## src/rtl/resync_bit_sampler.sv

```systemverilog
// resync_bit_sampler
//   Oversampling serial bit recovery: synchronises raw_data, tracks the bit
//   phase on each sample strobe, majority-votes a window centred on mid-bit and
//   optionally re-zeroes the phase whenever the synchronised input toggles.
//
// Parameters
//   OVERSAMPLE  samples per bit (>= 4)
//   VOTE_WINDOW samples in the majority vote (odd, 1 .. OVERSAMPLE/2)
//   SYNC_STAGES flops in the input synchroniser (>= 1)
//
// Ports
//   clk            system clock, rising edge
//   rst            synchronous active-high reset
//   raw_data       asynchronous serial input
//   sample_en      oversample strobe; phase/window/decision advance only when high
//   realign_en     allow input transitions to re-zero the bit phase
//   estimated_data last decided bit (registered, holds between decisions)
//   estimate_ready one-clk pulse the cycle after a decision
//   noise_flag     last vote was not unanimous (registered with estimate_ready)
module resync_bit_sampler #(
  parameter int unsigned OVERSAMPLE  = 16,
  parameter int unsigned VOTE_WINDOW = 3,
  parameter int unsigned SYNC_STAGES = 2
) (
  input  logic clk,
  input  logic rst,
  input  logic raw_data,
  input  logic sample_en,
  input  logic realign_en,
  output logic estimated_data,
  output logic estimate_ready,
  output logic noise_flag
);

  localparam int unsigned PHASE_W        = $clog2(OVERSAMPLE);
  localparam int unsigned CNT_W          = $clog2(VOTE_WINDOW + 1);
  localparam int unsigned DECISION_PHASE = OVERSAMPLE / 2 + VOTE_WINDOW / 2;

  localparam logic [PHASE_W-1:0] LAST_PHASE = PHASE_W'(OVERSAMPLE - 1);
  localparam logic [PHASE_W-1:0] DEC_PHASE  = PHASE_W'(DECISION_PHASE);
  localparam logic [CNT_W-1:0]   MAJORITY   = CNT_W'(VOTE_WINDOW / 2);

  logic [SYNC_STAGES-1:0] sync_q, sync_d;
  logic [PHASE_W-1:0]     phase_q, phase_d;
  logic [VOTE_WINDOW-1:0] win_q, win_d, win_next;
  logic                   prev_q, prev_d;
  logic                   est_q, est_d;
  logic                   rdy_q, rdy_d;
  logic                   noise_q, noise_d;

  logic                   sync_data;
  logic                   realign_hit;
  logic                   decide;
  logic [CNT_W-1:0]       ones;

  // Synchroniser chain runs every clock; last stage feeds the sampler.
  always_comb begin
    sync_d    = sync_q;
    sync_d[0] = raw_data;
    for (int unsigned i = 1; i < SYNC_STAGES; i++) begin
      sync_d[i] = sync_q[i-1];
    end
  end

  assign sync_data = sync_q[SYNC_STAGES-1];

  // Window as it will look after this sample: newest sample at the LSB.
  always_comb begin
    win_next    = win_q;
    win_next[0] = sync_data;
    for (int unsigned i = 1; i < VOTE_WINDOW; i++) begin
      win_next[i] = win_q[i-1];
    end
  end

  // Population count of the window including the current sample.
  always_comb begin
    ones = '0;
    for (int unsigned i = 0; i < VOTE_WINDOW; i++) begin
      ones = ones + CNT_W'(win_next[i]);
    end
  end

  // A realign on the decision phase suppresses that cycle's decision.
  assign realign_hit = sample_en & realign_en & (sync_data != prev_q);
  assign decide      = sample_en & (phase_q == DEC_PHASE) & ~realign_hit;

  // Next-state logic for phase, window, previous sample and outputs.
  always_comb begin
    phase_d = phase_q;
    win_d   = win_q;
    prev_d  = prev_q;
    est_d   = est_q;
    noise_d = noise_q;
    rdy_d   = 1'b0;

    if (sample_en) begin
      win_d  = win_next;
      prev_d = sync_data;
      if (realign_hit) begin
        // The transition sample itself is phase 0.
        phase_d = PHASE_W'(1);
      end else if (phase_q == LAST_PHASE) begin
        phase_d = '0;
      end else begin
        phase_d = phase_q + PHASE_W'(1);
      end
    end

    if (decide) begin
      est_d   = (ones > MAJORITY);
      noise_d = (win_next != '0) && (win_next != '1);
      rdy_d   = 1'b1;
    end
  end

  // State register.
  always_ff @(posedge clk) begin
    if (rst) begin
      sync_q  <= '0;
      phase_q <= '0;
      win_q   <= '0;
      prev_q  <= 1'b0;
      est_q   <= 1'b0;
      rdy_q   <= 1'b0;
      noise_q <= 1'b0;
    end else begin
      sync_q  <= sync_d;
      phase_q <= phase_d;
      win_q   <= win_d;
      prev_q  <= prev_d;
      est_q   <= est_d;
      rdy_q   <= rdy_d;
      noise_q <= noise_d;
    end
  end

  assign estimated_data = est_q;
  assign estimate_ready = rdy_q;
  assign noise_flag     = noise_q;

endmodule

```

## config.mk

```make
export PLATFORM = sky130hd
export DESIGN_NAME = resync_bit_sampler
export DESIGN_NICKNAME = d
export VERILOG_FILES = /design/src/rtl/resync_bit_sampler.sv
export SDC_FILE = /design/constraint.sdc
export NUM_CORES = 1
export LEC_CHECK = 0
export BUFFER_PORTS_ARGS = -buffer_cell sky130_fd_sc_hd__buf_2
export CAP_MARGIN = 30
export CORE_AREA = 2 2 39 41
export DETAILED_ROUTE_END_ITERATION = 10
export DIE_AREA = 0 0 41 43
export SLEW_MARGIN = 5
export SYNTH_ARGS = -nofsm -noshare
export SYNTH_HDL_FRONTEND = slang
export SYNTH_SLANG_ARGS = --single-unit
export TNS_END_PERCENT = 20
```

## constraint.sdc

```tcl
create_clock -name clk -period 1.7 [get_ports clk]
set_clock_uncertainty 0.05 [all_clocks]
set_input_delay 0.17 -clock clk [delete_from_list [all_inputs] [get_ports clk]]
set_output_delay 0.17 -clock clk [all_outputs]
set_load 0.03 [all_outputs]
```

Word-level counts from Yosys, hierarchy flattened
Cells that the tools add are included.
W data, S select, Z words.

storage, ports and cells
  bits in registers = 12
  output and inout port bits = 3

operators by class
  $add $sub $neg = 3
  magnitude comparators = 1
  equal/unequal tests = 4
  mux-type cells = 3
  bitwise gates (word level) = 5
  reductions and logical operators = 2

operators with widths
  operator               count
  $eq A4 B4 Y1 const B   2
  $mux W4                2
  $add A4 B1 Y4 const B  1
  $and A1 B1 Y1          4
  $ne A3 B3 Y1 const B   1
  $reduce_bool A3 Y1     1
  $add A1 B1 Y2          1
  $add A2 B1 Y2          1
  $gt A2 B1 Y1 const B   1
  $logic_and A1 B1 Y1    1
  $mux W1                1
  $ne A1 B1 Y1           1
  $not A1 Y1             1

Depth between registers and ports, before layout
  depth in word-level cells = 5
  depth in mapped cells = 5
  depth with buffers taken out = 5

Worst setup path before layout
OpenSTA, ideal clock, no wires.

  path type = register to register
  start point = register sync_q[1]
  end point = register est_q, in the netlist estimated_data
  library setup time = 0.071 ns
  data arrival time = 1.369 ns
  data required time = 1.579 ns
  slack = 0.210 ns
  cell stages (with the launch flop) = 6
  path buffers = 0
  cell sequence = dfxtp_1 -> inv_1 -> ha_1 -> and2_1 -> or3_1 -> a21oi_1

on the way
  longest elaborated chain between the ends = 4
  elaborated cells between the ends (all ways) = 7
  classes of those cells = add/sub (2); order compare (1); eq/ne (1); bitwise (3)

RTL lines
  item                                                   line  RTL
  from (decl)                                            43    logic [SYNC_STAGES-1:0] sync_q, sync_d;
  from (signal assigned)                                 128   sync_q <= sync_d;
  branches (longest 4 deep; another with $add A1 B1 Y2)  --
  to (signal assigned)                                   132   est_q <= est_d;
  to (decl)                                              47    logic est_q, est_d;

Parallel ways; which one is timed is not known.
A chain may end at the register's enable or synchronous reset.

Worst setup path after layout
Same ends and word-level chain as after synthesis.

==> results.json <==
{
  "power.net_switching_w": 0.000115,
  "required_ps": 1840,
  "pin_count": 8,
  "timing.setup.critical_path_class": "flip-flop to flip-flop",
  "cts-root-buf": "clkbuf_4",
  "grt-ovfl-total": 0,
  "gr-usage-met1": 0.166,
  "power_frac_clock": 0.357,
  "synth.ff_latch_count": 11,
  "viasPerCell": 5.02,
  "endpoint_kind": "flip-flop",
  "async_flop_share": 0,
  "maximum_root_to_sink_buffer_count": 2,
  "synth.yosys.seq_area_share": 0.405,
  "gp_routability_congestion": 0.741,
  "drtPass1Iterations": 3,
  "routed_wire_length_per_instance_um": 10.9,
  "groute.layer.met2.usage": 0.197,
  "rows": 14,
  "final_net_count": 76,
  "htree_num_levels": 1,
  "postCtsSetupBuffers": 0,
  "synth_nets": 66,
  "clock-sinks": 11,
  "vias_in_the_first_global_route": 400,
  "die_x_um": 41,
  "synthesis.yosys.warnings": 0,
  "drive_above_1_share": 0.215,
  "avgSynthCellArea_sq_um": 9.72,
  "ant_nets": 0,
  "dp_hpwl_um": 644,
  "internal_power_w": 0.000374,
  "crit_chain": "inv_1 -> ha_1 -> and2_1 -> or3_1 -> a21oi_1",
  "initial_antenna_violation_count": 0,
  "syn_area_sq_um": 544,
  "total_leakage_power_nw": 0.261,
  "fp.dieH_um": 43,
  "num_antenna_cells": 0,
  "drt-initial-drc-count": 5,
  "floorplan.initialDensity": 0.393,
  "grt-busiest-layer": "met2",
  "synth_cell_types": 24,
  "synth_enable_flop_cells": 0,
  "die_area_sq_um": 1760,
  "fin_crit_ps": 1610,
  "buffer_ports.inserted": 7,
  "share_seq_of_total_power": 0.558,
  "postSynthCellCount": 56,
  "timing.hold.worst.class": "primary input to flip-flop",
  "postLayoutCellArea_sq_um": 611,
  "setup_tns_ps": 0,
  "clock_insertion_delay_worst_skew_ps": 260,
  "cts_tree": "built",
  "drc_viols": 0,
  "grt_pass1_wl_mm": 1.61,
  "clkSlewWorstSetupHoldPaths_ps": 70,
  "grt_max_degree": 13,
  "swShare": 0.235,
  "crit_fanout": 6,
  "grt_setup_unrepaired": "false",
  "dominantRegCellSynth": "dfxtp_1",
  "total_wire_length_um": 884,
  "finalHoldViolCount": 0,
  "cp_slowest_cell": "dfxtp_1",
  "grt_use_total": 0.139,
  "final_cycle_utilization_of_the_critical_path": 0.950,
  "run_status": "finished clean",
  "fmax_ghz": 0.619,
  "worst_ir_drop_on_vdd_mv": 0.324,
  "pwr_density_cell_nw_per_um2": 801,
  "ctsHoldBuffers": 0,
  "vias_after_detailed_routing": 407,
  "placedInstanceArea_sq_um": 584,
  "worst_stage_delay_on_the_critical_path_ps": 390,
  "coreArea_sq_um": 1380,
  "flow.area_growth_from_synthesis_pct": 12.2,
  "ctsResizeCount": 0,
  "finalSetupViolations": 0,
  "grt_use_met3": 0.0628,
  "maxCapViolations": 0,
  "power_frac_comb": 0.085,
  "setup.worst_path.start_class": "flip-flop",
  "finalMaxSlewViolations": 0,
  "max_slew.worst_pin.slew_ps": 248,
  "tritoncts.num_buffers": 3,
  "cp.arrival_ps": 1760,
  "timing.slew.headroom": 0.833
}
==> placed cells by master, fill, tap and decap left out, drive strengths merged <==
cell,Yosys,routed
a311oi,1,1
buf,1,7
o41ai,1,1
ha,5,5
mux2,1,1
mux2i,2,2
nand2,3,3
dfxtp,11,11
inv,4,4
a221oi,1,1
nand4b,2,2
a31o,1,1
clkbuf,1,4
or3,2,2
a21oi,5,5
nor2b,4,4
nor2,4,4
o21ai,4,4
a22oi,1,1
nor3,1,1
and2,1,1
==> area by class of cell <==
class                   instances  area [sq um]
fillers                       141           773
multi-input cells              39           294
flip-flops and latches         11           220
repair buffers                  7          35.0
clock buffers                   4          26.3
well taps                      16          20.0
inverters                       4          15.0
==> worst paths after layout <==
check                                           from                          end  slack (ps)  depth (start not counted)
worst min register to register  sync_q[0]$_SDFF_PP0_         sync_q[1]$_SDFF_PP0_         400                          1
worst max register to register  sync_q[1]$_SDFF_PP0_  estimated_data$_SDFFE_PP0P_          90                          5
worst max-delay path            sync_q[1]$_SDFF_PP0_  estimated_data$_SDFFE_PP0P_          90                          5
worst min-delay path                        raw_data         sync_q[0]$_SDFF_PP0_          60                          2
==> Yosys cell counts, types with 2 or more instances <==
| cell | instances | area, sq um |
|---|---|---|
| dfxtp_1 | 11 | 220 |
| nand2_1 | 2 | 7.51 |
| or3_1 | 2 | 12.5 |
| nor2_1 | 4 | 15.0 |
| nor2b_1 | 4 | 25.0 |
| inv_1 | 4 | 15.0 |
| o21ai_0 | 3 | 15.0 |
| mux2i_1 | 2 | 20.0 |
| ha_1 | 5 | 62.6 |
| a21oi_1 | 5 | 25.0 |
==> stage by stage <==
step / utilization / setup slack, ps / hold slack [ps] / instances / total power [W]
CTS: 0.441 / 75.6 / 56.2 / 81 / 0.000499
finish: 0.441 / 85.5 / 60.7 / 81 / 0.000489
floorplan: - / 210 / 221 / 56 / 0.000311
global placement: 0.422 / 157 / 341 / 77 / 0.000320
detailed placement: 0.422 / 114 / 336 / 77 / 0.000321
global route: 0.441 / 0.144 / 78.3 / 81 / 0.000523
==> cells by family after synthesis <==
logic type                 count (synthesis)  share of synthesized area
and+or+nand+nor                           17                      0.195
adders and majority gates                  5                      0.115
muxes                                      3                     0.0575
AOI/OAI and AO/OA                         14                      0.172
DFF                                       11                      0.405
buffers and inverters                      6                     0.0552
==> power groups by stage <==
stage / sequential [W] / clock (W) / combinational, W
detailed placement: 0.000279 / 0 / 0.0000419
global placement: 0.000278 / 0 / 0.0000417
global route: 0.000274 / 0.000201 / 0.0000482
finish: 0.000273 / 0.000175 / 0.0000416
CTS: 0.000273 / 0.000184 / 0.0000423
floorplan: 0.000277 / 0 / 0.0000337
==> layer usage <==
layer,wire length (um),share of wire
met3,20,0.023
met5,0,0
met2,418,0.47
met1,445,0.50
met4,0,0
==> critical path, delay by kind of cell, from the launching register on <==
family / cells / cell delay (ps)
and+or+nand+nor: 2 / 590
DFF: 1 / 390
adders and majority gates: 1 / 320
AOI/OAI and AO/OA: 1 / 140
buffers and inverters: 1 / 60
==> flip-flops by register name, indices dropped and copies added, names as in the netlist <==
name,flops
estimate_ready,1
estimated_data,1
noise_flag,1
phase_q,4
sync_q,2
win_q,2
No activity file was read; power rests on OpenSTA's default activity.
